--- src/rtl/asram_ctrl.sv ---
// asram_ctrl -- timed WISHBONE slave for a 16-bit asynchronous SRAM.
//
// Runs each access through setup, strobe and hold phases with parameterised
// wait states. Every SRAM control pin comes straight from a flop, so the pins
// are glitch-free. wb_ack_o is returned only once the access has met SRAM
// timing.
//
// Ports:
//   wb_clk_i, wb_rst_i     clock; asynchronous active-high reset
//   wb_adr_i[18:0]         byte address (bit 0 ignored)
//   wb_dat_i / wb_dat_o    write data / read data (valid while wb_ack_o=1)
//   wb_we_i, wb_sel_i[1:0] write select, byte lanes ([1]=upper)
//   wb_stb_i, wb_cyc_i     request qualifiers
//   wb_ack_o               single-cycle acknowledge
//   sram_dq_i / sram_dq_o  pad data in / out; sram_dq_oe = 1 drives the pad
//   sram_addr[17:0]        word address
//   sram_ub_n, sram_lb_n   byte masks
//   sram_we_n, sram_ce_n, sram_oe_n   SRAM strobes
//
// Optional: defining ASRAM_CTRL_BUSY_CNT_EN adds busy_clr_i and
// busy_cnt_o[15:0]. busy_cnt_o is a saturating count of non-IDLE cycles.
module asram_ctrl #(
  parameter int RD_WAIT = 2,
  parameter int WR_WAIT = 2,
  parameter int CNT_W   = 4
) (
  input  logic        wb_clk_i,
  input  logic        wb_rst_i,
  input  logic [18:0] wb_adr_i,
  input  logic [15:0] wb_dat_i,
  output logic [15:0] wb_dat_o,
  input  logic        wb_we_i,
  input  logic [1:0]  wb_sel_i,
  input  logic        wb_stb_i,
  input  logic        wb_cyc_i,
  output logic        wb_ack_o,
  input  logic [15:0] sram_dq_i,
  output logic [15:0] sram_dq_o,
  output logic        sram_dq_oe,
  output logic [17:0] sram_addr,
  output logic        sram_ub_n,
  output logic        sram_lb_n,
  output logic        sram_we_n,
  output logic        sram_ce_n,
  output logic        sram_oe_n
`ifdef ASRAM_CTRL_BUSY_CNT_EN
  ,
  input  logic        busy_clr_i,
  output logic [15:0] busy_cnt_o
`endif
);

  localparam logic [2:0] IDLE     = 3'd0;
  localparam logic [2:0] RD_ACT   = 3'd1;
  localparam logic [2:0] WR_SETUP = 3'd2;
  localparam logic [2:0] WR_PULSE = 3'd3;
  localparam logic [2:0] WR_HOLD  = 3'd4;
  localparam logic [2:0] ACK      = 3'd5;

  localparam logic [CNT_W-1:0] RD_LOAD = CNT_W'(RD_WAIT - 1);
  localparam logic [CNT_W-1:0] WR_LOAD = CNT_W'(WR_WAIT - 1);

  logic [2:0]       state_q, state_d;
  logic [CNT_W-1:0] cnt_q, cnt_d;
  logic             abort_q, abort_d;   // cyc seen low during a write
  logic             ack_q, ack_d;
  logic [15:0]      dat_o_q, dat_o_d;
  logic [15:0]      dq_o_q, dq_o_d;
  logic             dq_oe_q, dq_oe_d;
  logic [17:0]      addr_q, addr_d;
  logic             ub_n_q, ub_n_d, lb_n_q, lb_n_d;
  logic             we_n_q, we_n_d, ce_n_q, ce_n_d, oe_n_q, oe_n_d;

  logic unused_adr0;
  assign unused_adr0 = wb_adr_i[0];

  always_comb begin
    state_d = state_q;
    cnt_d   = cnt_q;
    abort_d = abort_q;
    ack_d   = 1'b0;
    dat_o_d = dat_o_q;
    dq_o_d  = dq_o_q;
    dq_oe_d = dq_oe_q;
    addr_d  = addr_q;
    ub_n_d  = ub_n_q;
    lb_n_d  = lb_n_q;
    we_n_d  = we_n_q;
    ce_n_d  = ce_n_q;
    oe_n_d  = oe_n_q;
    case (state_q)
      IDLE: if (wb_cyc_i && wb_stb_i) begin
        addr_d  = wb_adr_i[18:1];
        ub_n_d  = ~wb_sel_i[1];
        lb_n_d  = ~wb_sel_i[0];
        dq_o_d  = wb_dat_i;
        ce_n_d  = 1'b0;
        abort_d = 1'b0;
        if (wb_we_i) begin
          // Data is driven one cycle before we_n falls.
          dq_oe_d = 1'b1;
          state_d = WR_SETUP;
        end else begin
          oe_n_d  = 1'b0;
          cnt_d   = RD_LOAD;
          state_d = RD_ACT;
        end
      end
      RD_ACT: begin
        if (!wb_cyc_i || cnt_q == '0) begin
          // A read can be abandoned at once. It leaves no state in the SRAM.
          if (wb_cyc_i) begin
            dat_o_d = sram_dq_i;
            ack_d   = 1'b1;
          end
          oe_n_d  = 1'b1;
          ce_n_d  = 1'b1;
          ub_n_d  = 1'b1;
          lb_n_d  = 1'b1;
          cnt_d   = '0;
          state_d = ACK;
        end else begin
          cnt_d = cnt_q - 1'b1;
        end
      end
      WR_SETUP: begin
        abort_d = abort_q | ~wb_cyc_i;
        we_n_d  = 1'b0;
        cnt_d   = WR_LOAD;
        state_d = WR_PULSE;
      end
      WR_PULSE: begin
        // A write runs to completion even if cyc drops. A truncated we_n
        // pulse could corrupt the SRAM cell.
        abort_d = abort_q | ~wb_cyc_i;
        if (cnt_q == '0) begin
          we_n_d  = 1'b1;
          state_d = WR_HOLD;
        end else begin
          cnt_d = cnt_q - 1'b1;
        end
      end
      WR_HOLD: begin
        dq_oe_d = 1'b0;
        ce_n_d  = 1'b1;
        ub_n_d  = 1'b1;
        lb_n_d  = 1'b1;
        ack_d   = ~(abort_q | ~wb_cyc_i);
        state_d = ACK;
      end
      ACK:     state_d = IDLE;  // requests ignored: forces a turnaround cycle
      default: state_d = IDLE;
    endcase
  end

  always_ff @(posedge wb_clk_i or posedge wb_rst_i) begin
    if (wb_rst_i) begin
      state_q <= IDLE;
      cnt_q   <= '0;
      abort_q <= 1'b0;
      ack_q   <= 1'b0;
      dat_o_q <= '0;
      dq_o_q  <= '0;
      dq_oe_q <= 1'b0;
      addr_q  <= '0;
      ub_n_q  <= 1'b1;
      lb_n_q  <= 1'b1;
      we_n_q  <= 1'b1;
      ce_n_q  <= 1'b1;
      oe_n_q  <= 1'b1;
    end else begin
      state_q <= state_d;
      cnt_q   <= cnt_d;
      abort_q <= abort_d;
      ack_q   <= ack_d;
      dat_o_q <= dat_o_d;
      dq_o_q  <= dq_o_d;
      dq_oe_q <= dq_oe_d;
      addr_q  <= addr_d;
      ub_n_q  <= ub_n_d;
      lb_n_q  <= lb_n_d;
      we_n_q  <= we_n_d;
      ce_n_q  <= ce_n_d;
      oe_n_q  <= oe_n_d;
    end
  end

  assign wb_ack_o   = ack_q;
  assign wb_dat_o   = dat_o_q;
  assign sram_dq_o  = dq_o_q;
  assign sram_dq_oe = dq_oe_q;
  assign sram_addr  = addr_q;
  assign sram_ub_n  = ub_n_q;
  assign sram_lb_n  = lb_n_q;
  assign sram_we_n  = we_n_q;
  assign sram_ce_n  = ce_n_q;
  assign sram_oe_n  = oe_n_q;

`ifdef ASRAM_CTRL_BUSY_CNT_EN
  logic [15:0] busy_q, busy_d;

  always_comb begin
    busy_d = busy_q;
    if (busy_clr_i)
      busy_d = '0;
    else if (state_q != IDLE && busy_q != 16'hFFFF)
      busy_d = busy_q + 16'd1;
  end

  always_ff @(posedge wb_clk_i or posedge wb_rst_i) begin
    if (wb_rst_i) busy_q <= '0;
    else          busy_q <= busy_d;
  end

  assign busy_cnt_o = busy_q;
`endif

endmodule

--- config.mk ---
export PLATFORM = sky130hd
export DESIGN_NAME = asram_ctrl
export DESIGN_NICKNAME = d
export VERILOG_FILES = /design/src/rtl/asram_ctrl.sv
export SDC_FILE = /design/constraint.sdc
export NUM_CORES = 1
export LEC_CHECK = 0
export BUFFER_PORTS_ARGS = -buffer_cell sky130_fd_sc_hd__buf_2
export CORE_MARGIN = 2
export CORE_UTILIZATION = 52
export CTS_CLUSTER_SIZE = 8
export DETAILED_ROUTE_END_ITERATION = 8
export PLACE_DENSITY = 0.82
export REMOVE_ABC_BUFFERS = 1
export SLEW_MARGIN = 10
export SYNTH_ARGS = -nofsm -noshare
export SYNTH_HDL_FRONTEND = slang
export SYNTH_SLANG_ARGS = --single-unit
--- constraint.sdc ---
create_clock -name wb_clk_i -period 3.15 [get_ports wb_clk_i]
set_input_delay 0.315 -clock wb_clk_i [delete_from_list [all_inputs] [get_ports wb_clk_i]]
set_output_delay 0.315 -clock wb_clk_i [all_outputs]
set_load 0.005 [all_outputs]
==> results of run 1 <==
-- registers in the layout (all words and copies together), names as in the netlist, 3 cells and up --
signal,count
cnt_q,4
sram_addr,18
sram_dq_o,16
state_q,3
wb_dat_o,16
-- final cells by class --
class / instances / area [sq um]
repair buffers: 117 / 596
fillers: 414 / 1720
flip-flops and latches: 65 / 1630
well taps: 72 / 90.1
inverters: 8 / 30.0
clock buffers: 11 / 141
multi-input cells: 113 / 1120
clock inverters: 5 / 78.8
-- per-stage QoR --
step | total power (W) | util | hold slack (ns) | std cells | area, sq um
floorplan | 0.00235 | - | 0.386 | 186 | 2780
global placement | 0.00287 | 0.641 | 0.439 | 375 | 3460
detailed placement | 0.00294 | 0.641 | 0.437 | 375 | 3460
CTS | 0.00373 | 0.682 | 0.0750 | 391 | 3680
global route | 0.00394 | 0.682 | 0.121 | 391 | 3680
finish | 0.00369 | 0.682 | 0.0675 | 391 | 3680
-- power groups by stage --
| stage | registers (W) | clock network [W] | logic [W] |
|---|---|---|---|
| floorplan | 0.00155 | 0 | 0.000800 |
| global placement | 0.00150 | 0 | 0.00137 |
| detailed placement | 0.00151 | 0 | 0.00142 |
| CTS | 0.00151 | 0.000791 | 0.00143 |
| global route | 0.00157 | 0.000829 | 0.00154 |
| finish | 0.00151 | 0.000769 | 0.00141 |
-- final timing paths --
check	from	slack, ns	to	cells after the start
setup / recovery	state_q[1]	1.09	sram_addr[5]	4
max in group asynchronous	wb_rst_i	2.34	sram_oe_n	3
setup reg to reg	state_q[1]	1.09	sram_addr[5]	4
hold reg to reg	sram_ce_n	0.46	sram_ce_n	2
hold / removal	wb_rst_i	0.07	sram_dq_o[8]	2
min in group wb_clk_i	wb_sel_i[0]	0.15	sram_lb_n	2
-- routing by layer --
metal / global-route usage / vias to the layer above / share of wire
met5: 0 / - / 0
met4: 0.0737 / 0 / 0.012
met3: 0.0851 / 6 / 0.094
met2: 0.339 / 92 / 0.50
met1: 0.248 / 977 / 0.40
li1: - / 946 / -
-- placed cells by master (no fill, tap or decap), types with 3 or more instances in the layout --
cell type,synthesis,final
nand2_1,4,4
a22oi_1,3,3
nand2b_1,3,3
clkbuf_8,0,10
buf_4,1,4
a21oi_1,7,7
buf_2,1,113
mux2_2,24,24
dfrtp_1,60,60
mux2_4,20,20
inv_1,8,7
dfstp_2,5,5
nor2_1,6,6
mux2_1,6,6
-- kinds of logic (layout without fill, tap and decap cells) --
kind of cell               count (synthesis)  count (layout)  share of synthesized area
DFF                                       65              65                      0.571
buffers and inverters                     18             141                     0.0389
and+or+nand+nor                           30              30                     0.0766
muxes                                     51              51                      0.227
adders and majority gates                  2               2                    0.00875
AOI/OAI and AO/OA                         30              30                     0.0783
==> PnR_summary.wiki, run 1 <==
{| class="wikitable"
! Metric !! Value
|-
| Kind of critical path || reg2reg
|-
| Number of nets still failing antenna checks after routing || 0
|-
| Switching Fraction || 0.309
|-
| Post-synthesis register bit count || 65
|-
| Vias post-DR || 2021
|-
| Chip height || 78.2 um
|-
| Final Net Count || between 300 and 400
|-
| DRC marker count from the first detailed-route iteration || 173
|-
| Avg Cell Area, Syn || roughly 15 sq um
|-
| Max stage delay cell, worst path || dfrtp_1
|-
| Final critical-path setup slack || approximately 1.1 ns
|-
| Overall global routing resource usage || 0.207
|-
| Clock-pin slew on the worst setup and hold paths || 0.07 ns
|-
| Number of cells upsized or downsized after cts || 0
|-
| Sequential cell fraction of total power || 0.410
|-
| Top post-synthesis cells by count || 60 x dfrtp_1, 24 x mux2_2, 20 x mux2_4
|-
| Largest fanout of any net on the critical path || 38
|-
| Final period utilization || 0.654
|-
| Share of post-route cells with drive strength above 1 || 0.596
|-
| Final wirelength || 5.78 mm
|-
| Hpwl dp || 4.26 mm
|-
| Worst slack, placed || around 1.1 ns
|-
| YS warnings || 0
|-
| Postcts setup bufs || 0
|-
| Proportion of power drawn by the clock network || 0.209
|-
| Count of hold buffers inserted by post-cts repair || 0
|-
| Wire length of the first global-routing pass || 9.74 mm
|-
| Number of buffer and inverter stages on the critical path || 1
|-
| MaxCap Viol Count || 0
|-
| Time the worst path needs with I/O delays and setup || between 2 and 2.5 ns
|-
| Cells traversed along the worst timing path || or3_4 > nor2_4 > buf_4 > mux2_2
|-
| Number of buffers added by the clock tree synthesis step || 9
|-
| Static leakage || 1.86 nW
|-
| Register area share after synthesis || 0.571
|-
| Share of synthesized flip-flops with an asynchronous set or reset || 1.00
|-
| CTS sink cnt || 65
|-
| Worst vdd ir || around 0.53 mV
|-
| Ranking of synthesized cells by area || dfrtp_1 52%, mux2_4 10%, mux2_2 9.4%
|-
| Via count of the first global-routing pass || around 2100
|-
| Clk_lat worst skew || 0.33 ns
|-
| Total count of hold-check failures in the final report || 0
|-
| Type of destination of the critical path || register
|-
| Routability-driven placement congestion ratio || ~0.80
|-
| Synth Flop Type || dfrtp_1
|-
| Maximum number of pins on one net before global-route repair || 39
|-
| I/O Buffers || between 100 and 150
|-
| Most common cell in the synthesized netlist || dfrtp_1
|-
| Number of inserted diodes || 0
|-
| Worst-margin pin slew || about 0.64 ns
|-
| Power spent charging and discharging nets || 0.00114 W
|-
| Max-slew headroom at the worst pin || 0.574
|-
| Worst min-delay path category || in2async
|-
| Routed wire per std cell || ~15 um
|-
| Crit path max-delay family || simple AND/OR/NAND/NOR gates
|-
| Unrepaired setup endpoints after global routing || no
|-
| Summed negative setup slack over all endpoints || 0 ns
|-
| Area added between synthesis and finish || 28.8%
|-
| Average vias per placed instance || 5.17
|-
| Initial core utilization || 0.529
|-
| DR pass1 iterations || 4
|-
| Crit start category || register
|-
| Mapped Area || ~2900 sq um
|-
| CORE AREA || around 5400 sq um
|-
| Achievable clock frequency || 486 MHz
|-
| Highest cell delay on the worst timing path || about 0.55 ns
|-
| Synth area leader || dfrtp_1
|-
| Overflow left after global routing || 0
|-
| Total number of H-tree levels || 3
|-
| Root buffer cell || clkbuf_8
|-
| Number of placement rows || 27
|-
| Die footprint || between 6000 and 7000 sq um
|-
| Final Max Tran Viols || 0
|-
| Final-report setup violation count || 0
|-
| Buffers from clock root to sink, at most || 2
|-
| Distinct cells, synth || between 40 and 50
|-
| Count of unresolved DRC violations after routing || 0
|-
| Number of enable flip-flop cells after synthesis || 0
|-
| CP arrival || ~2.3 ns
|-
| Outcome || complete, no violations
|-
| Clock tree from TritonCTS || done
|-
| Antenna violations before repair || 0
|-
| Boundary pin count || ~120
|-
| Portion of synthesized cell area occupied by the leading cell type || 0.525
|-
| Post-synthesis instance total || around 200
|-
| Pwr per Cell Area || approximately 1000 nW/um^2
|-
| Max Clock Skew || 0.00659 ns
|-
| Cell internal pwr || 0.00255 W
|-
| Logic gate share of total power || 0.382
|-
| Horizontal extent of the die || slightly below 80 um
|-
| Required time of the critical path || 3.36 ns
|}
(Power assumes the default switching activity.)
==> run 2, diff against run 1 <==
Settings changed: ABC_AREA from default to 1, CORE_UTILIZATION 52 to 43, PLACE_DENSITY 0.82 to 0.73.
Clock period 3.15 ns to 1.8 ns, I/O delays scaled along.
==> run 2 against run 1 <==
Count of clock-buffer cells in the layout down 2. Synthesized cell count grew 66%. Final cell count grew 36%. Clock power increased by 81%. Worst hold slack worse by 0.041 ns. Highest routed layer unchanged. Non-clock buffer count is 4 higher. Sequential share of layout area increased by 0.49 points. Register-to-register slack got worse by 0.86 ns. Die area rose by 16%.
==> PnR_summary.wiki, run 2 <==
{| class="wikitable"
! Metric !! Value
|-
| Outcome || complete, no violations (unchanged)
|-
| Adder and majority cell fraction of the synthesized area || 0.00906 (was 0.00875)
|-
| Distinct cells, synth || 27 (was 49)
|-
| Worst reg-to-reg path cell count || 7 (was 4)
|-
| Fraction of the core area covered by cells at the end of the flow || 0.581 (was 0.682)
|-
| Horizontal extent of the die || 84.2 um (was 78.2 um)
|-
| Chip height || 84.2 um (was 78.2 um)
|-
| Worst slack, placed || 0.233 ns (was 1.09 ns)
|-
| Commonest non-fill, non-tap cell in the layout || nand2_1 (was buf_2)
|-
| Max-slew headroom at the worst pin || 0.658 (was 0.574)
|-
| Unrepaired setup endpoints after global routing || no (unchanged)
|-
| Wire length of the first global-routing pass || 11.0 mm (was 9.74 mm)
|-
| CP arrival || 1.84 ns (was 2.27 ns)
|-
| DR pass1 iterations || 4 (unchanged)
|-
| Overflow left after global routing || 0 (unchanged)
|-
| Synth Flop Type || dfrtp_1 (unchanged)
|-
| Share of post-route cells with drive strength above 1 || 0.330 (was 0.596)
|-
| Area fraction in compound gates after synthesis || 0.0340 (was 0.0783)
|-
| Max Clock Skew || 0.0114 ns (was 0.00659 ns)
|-
| Max reg flops || 18 (unchanged)
|-
| Final-report setup violation count || 0 (unchanged)
|-
| Portion of synthesized cell area occupied by the leading cell type || 0.543 (was 0.525)
|-
| Root buffer cell || clkbuf_8 (unchanged)
|-
| Pwr per Cell Area || 1740 nW/um^2 (was 1000 nW/um^2)
|-
| Hold-critical path endpoint || sram_addr[7]
|-
| Top post-synthesis cells by count || 184 x nand2_1, 60 x dfrtp_1, 18 x inv_1 (was 60 x dfrtp_1, 24 x mux2_2, 20 x mux2_4)
|-
| Vias post-DR || 2453 (was 2021)
|-
| Final Net Count || 509 (was 374)
|-
| Post-synthesis share of cell area spent on and, or, nand and nor gates || 0.303 (was 0.0766)
|-
| Register area share after synthesis || 0.591 (was 0.571)
|-
| Layout fillers || 587 (was 414)
|-
| Multiplexer area fraction after synthesis || 0 (was 0.227)
|-
| Synth area leader || dfrtp_1 (unchanged)
|-
| CTS sink cnt || 65 (unchanged)
|-
| Number of nets still failing antenna checks after routing || 0 (unchanged)
|-
| Launch instance of the worst min-delay path || wb_adr_i[8]
|-
| Time the worst path needs with I/O delays and setup || 1.57 ns (was 2.06 ns)
|-
| Boundary pin count || 115 (unchanged)
|-
| Number of enable flip-flop cells after synthesis || 0 (unchanged)
|-
| Share of synthesized flip-flops with an asynchronous set or reset || 1.00 (unchanged)
|-
| Crit start category || register (unchanged)
|-
| Average vias per placed instance || 4.62 (was 5.17)
|-
| Power, Total || 0.00636 W (was 0.00369 W)
|-
| Buffers from clock root to sink, at most || 2 (unchanged)
|-
| Via count of the first global-routing pass || 2392 (was 2105)
|-
| Largest fanout of any net on the critical path || 9 (was 38)
|-
| Required time of the critical path || 2.08 ns (was 3.36 ns)
|-
| Overall global routing resource usage || 0.195 (was 0.207)
|-
| CORE AREA || 6280 sq um (was 5410 sq um)
|-
| Clock-pin slew on the worst setup and hold paths || 0.08 ns (was 0.07 ns)
|-
| Routed wire per std cell || 12.0 um (was 14.8 um)
|-
| End of the worst register-to-register path || wb_dat_o[5] (was sram_addr[5])
|-
| YS warnings || 0 (unchanged)
|-
| Number of inserted diodes || 0 (unchanged)
|-
| Clk_lat worst skew || 0.34 ns (was 0.33 ns)
|-
| I/O Buffers || 113 (unchanged)
|-
| Initial core utilization || 0.440 (was 0.529)
|-
| Kind of critical path || reg2reg (unchanged)
|-
| Routability-driven placement congestion ratio || 0.844 (was 0.805)
|-
| Post-synthesis instance total || 326 (was 196)
|-
| Static leakage || 2.16 nW (was 1.86 nW)
|-
| XOR/XNOR share of the synthesized area || 0.00317 (was 0)
|-
| MaxCap Viol Count || 0 (unchanged)
|-
| Final period utilization || 0.870 (was 0.654)
|-
| Count of unresolved DRC violations after routing || 0 (unchanged)
|-
| Mapped Area || 2760 sq um (was 2860 sq um)
|-
| Achievable clock frequency || 638 MHz (was 486 MHz)
|-
| Summed negative setup slack over all endpoints || 0 ns (unchanged)
|-
| Dominant combinational cell family by area after synthesis || simple AND/OR/NAND/NOR gates (was multiplexers)
|-
| Worst-margin pin slew || 0.513 ns (was 0.638 ns)
|-
| Number of buffers added by the clock tree synthesis step || 9 (unchanged)
|-
| Avg Cell Area, Syn || 8.47 sq um (was 14.6 sq um)
|-
| Total number of H-tree levels || 3 (unchanged)
|-
| Slack of the worst reg-to-reg path || 0.23 ns (was 1.09 ns)
|-
| Maximum number of pins on one net before global-route repair || 42 (was 39)
|-
| FF-to-FF Start || cnt_q[0] (was state_q[1])
|-
| Most common cell in the synthesized netlist || nand2_1 (was dfrtp_1)
|-
| Type of destination of the critical path || register (unchanged)
|-
| Final Max Tran Viols || 0 (unchanged)
|-
| Area added between synthesis and finish || 31.9% (was 28.8%)
|-
| Antenna violations before repair || 0 (unchanged)
|-
| Die footprint || 7080 sq um (was 6110 sq um)
|-
| Worst vdd ir || 0.931 mV (was 0.526 mV)
|-
| Cell depth of the worst hold path || 3
|-
| Final critical-path setup slack || 0.234 ns (was 1.09 ns)
|-
| Post-route cell area || 3640 sq um (was 3680 sq um)
|-
| Final wirelength || 6.39 mm (was 5.78 mm)
|-
| Area occupied by multi-input gates || 966 sq um (was 1120 sq um)
|-
| Total count of hold-check failures in the final report || 0 (unchanged)
|-
| Number of placement rows || 29 (was 27)
|-
| Combined flip-flop and latch cell area || 1630 sq um (unchanged)
|-
| Clock tree from TritonCTS || done (unchanged)
|-
| Post-synthesis register bit count || 65 (unchanged)
|-
| Standard cell area after detailed placement || 3410 sq um (was 3460 sq um)
|-
| Ranking of synthesized cells by area || dfrtp_1 54%, nand2_1 25%, dfstp_2 4.8% (was dfrtp_1 52%, mux2_4 10%, mux2_2 9.4%)
|-
| Worst min-delay path category || in2reg (was in2async)
|-
| Hpwl dp || 4.63 mm (was 4.26 mm)
|-
| DRC marker count from the first detailed-route iteration || 145 (was 173)
|-
| Commonest non-fill, non-tap cells in the layout || 184 x nand2_1, 113 x buf_2, 60 x dfrtp_1 (was 113 x buf_2, 60 x dfrtp_1, 24 x mux2_2)
|}
run 2: changes by cell type after synthesis, sizes merged, moves of 4 or more:
| cell | delta |
|---|---|
| clkbuf | -4 |
| inv | +14 |
| mux2 | -50 |
| nand2 | +182 |
| nand3 | +8 |
| nor2 | +4 |
run 2: worst max path at each step:
stage	start	endpoint	slack, ns
2_1_floorplan	state_q[0]	sram_addr[0]	-0.21
3_3_place_gp	cnt_q[0]	wb_dat_o[7]	0.29
3_5_place_dp	cnt_q[0]	wb_dat_o[11]	0.23
4_1_cts	cnt_q[0]	wb_dat_o[5]	0.22
5_1_grt	cnt_q[0]	wb_dat_o[13]	0.04
6_report	cnt_q[0]	wb_dat_o[5]	0.23
run 2: kinds of logic after synthesis:
kind of cell	Yosys count
AOI/OAI and AO/OA	16
xor gates and xnor gates	1
adders and majority gates	2
buffers and inverters	31
DFF	65
and+or+nand+nor	211
run 2: layout make-up:
type                            count  share of cell area
Clock buffer                        9              0.0340
Clock inverter                      7              0.0275
Inverter                           22              0.0233
Multi-Input combinational cell    230               0.265
Sequential cell                    65               0.448
Tap cell                           77              0.0264
Timing Repair Buffer              121               0.176
run 2: layer usage:
| layer | wire length, um | vias to the layer above | share of wire | track usage |
|---|---|---|---|---|
| met5 | 0 | - | 0 | 0 |
| met4 | 80 | 0 | 0.013 | 0.0660 |
| met3 | 546 | 7 | 0.086 | 0.0718 |
| met2 | 3000 | 91 | 0.47 | 0.307 |
| met1 | 2760 | 1104 | 0.43 | 0.250 |
| li1 | - | 1251 | - | - |
run 2: metrics by stage:
stage | hold slack [ns] | cells
floorplan | 0.290 | 317
global placement | 0.241 | 514
detailed placement | 0.245 | 514
CTS | 0.00909 | 531
global route | 0.0138 | 531
finish | 0.0262 | 531
run 2: timing repair:
action                    in CTS  in global routing
hold endpoints to repair      60                  0
hold buffers                   1                  0
buffers inserted               0                  0
gates resized for setup        0                  0
run 2: critical path: stages (launching register included):
cell and delay [ns]:
dfrtp_1 0.39, inv_1 0.14, ha_1 0.21, nand2_1 0.15
nor3_4 0.28, buf_4 0.21, nand2_1 0.06, nand2_1 0.07
run 2: report_power, final:
group	switching, W	internal [W]
sequential	0.000411	0.00219
clock	0.000603	0.000789
combinational	0.00134	0.00103
total	0.00235	0.00400
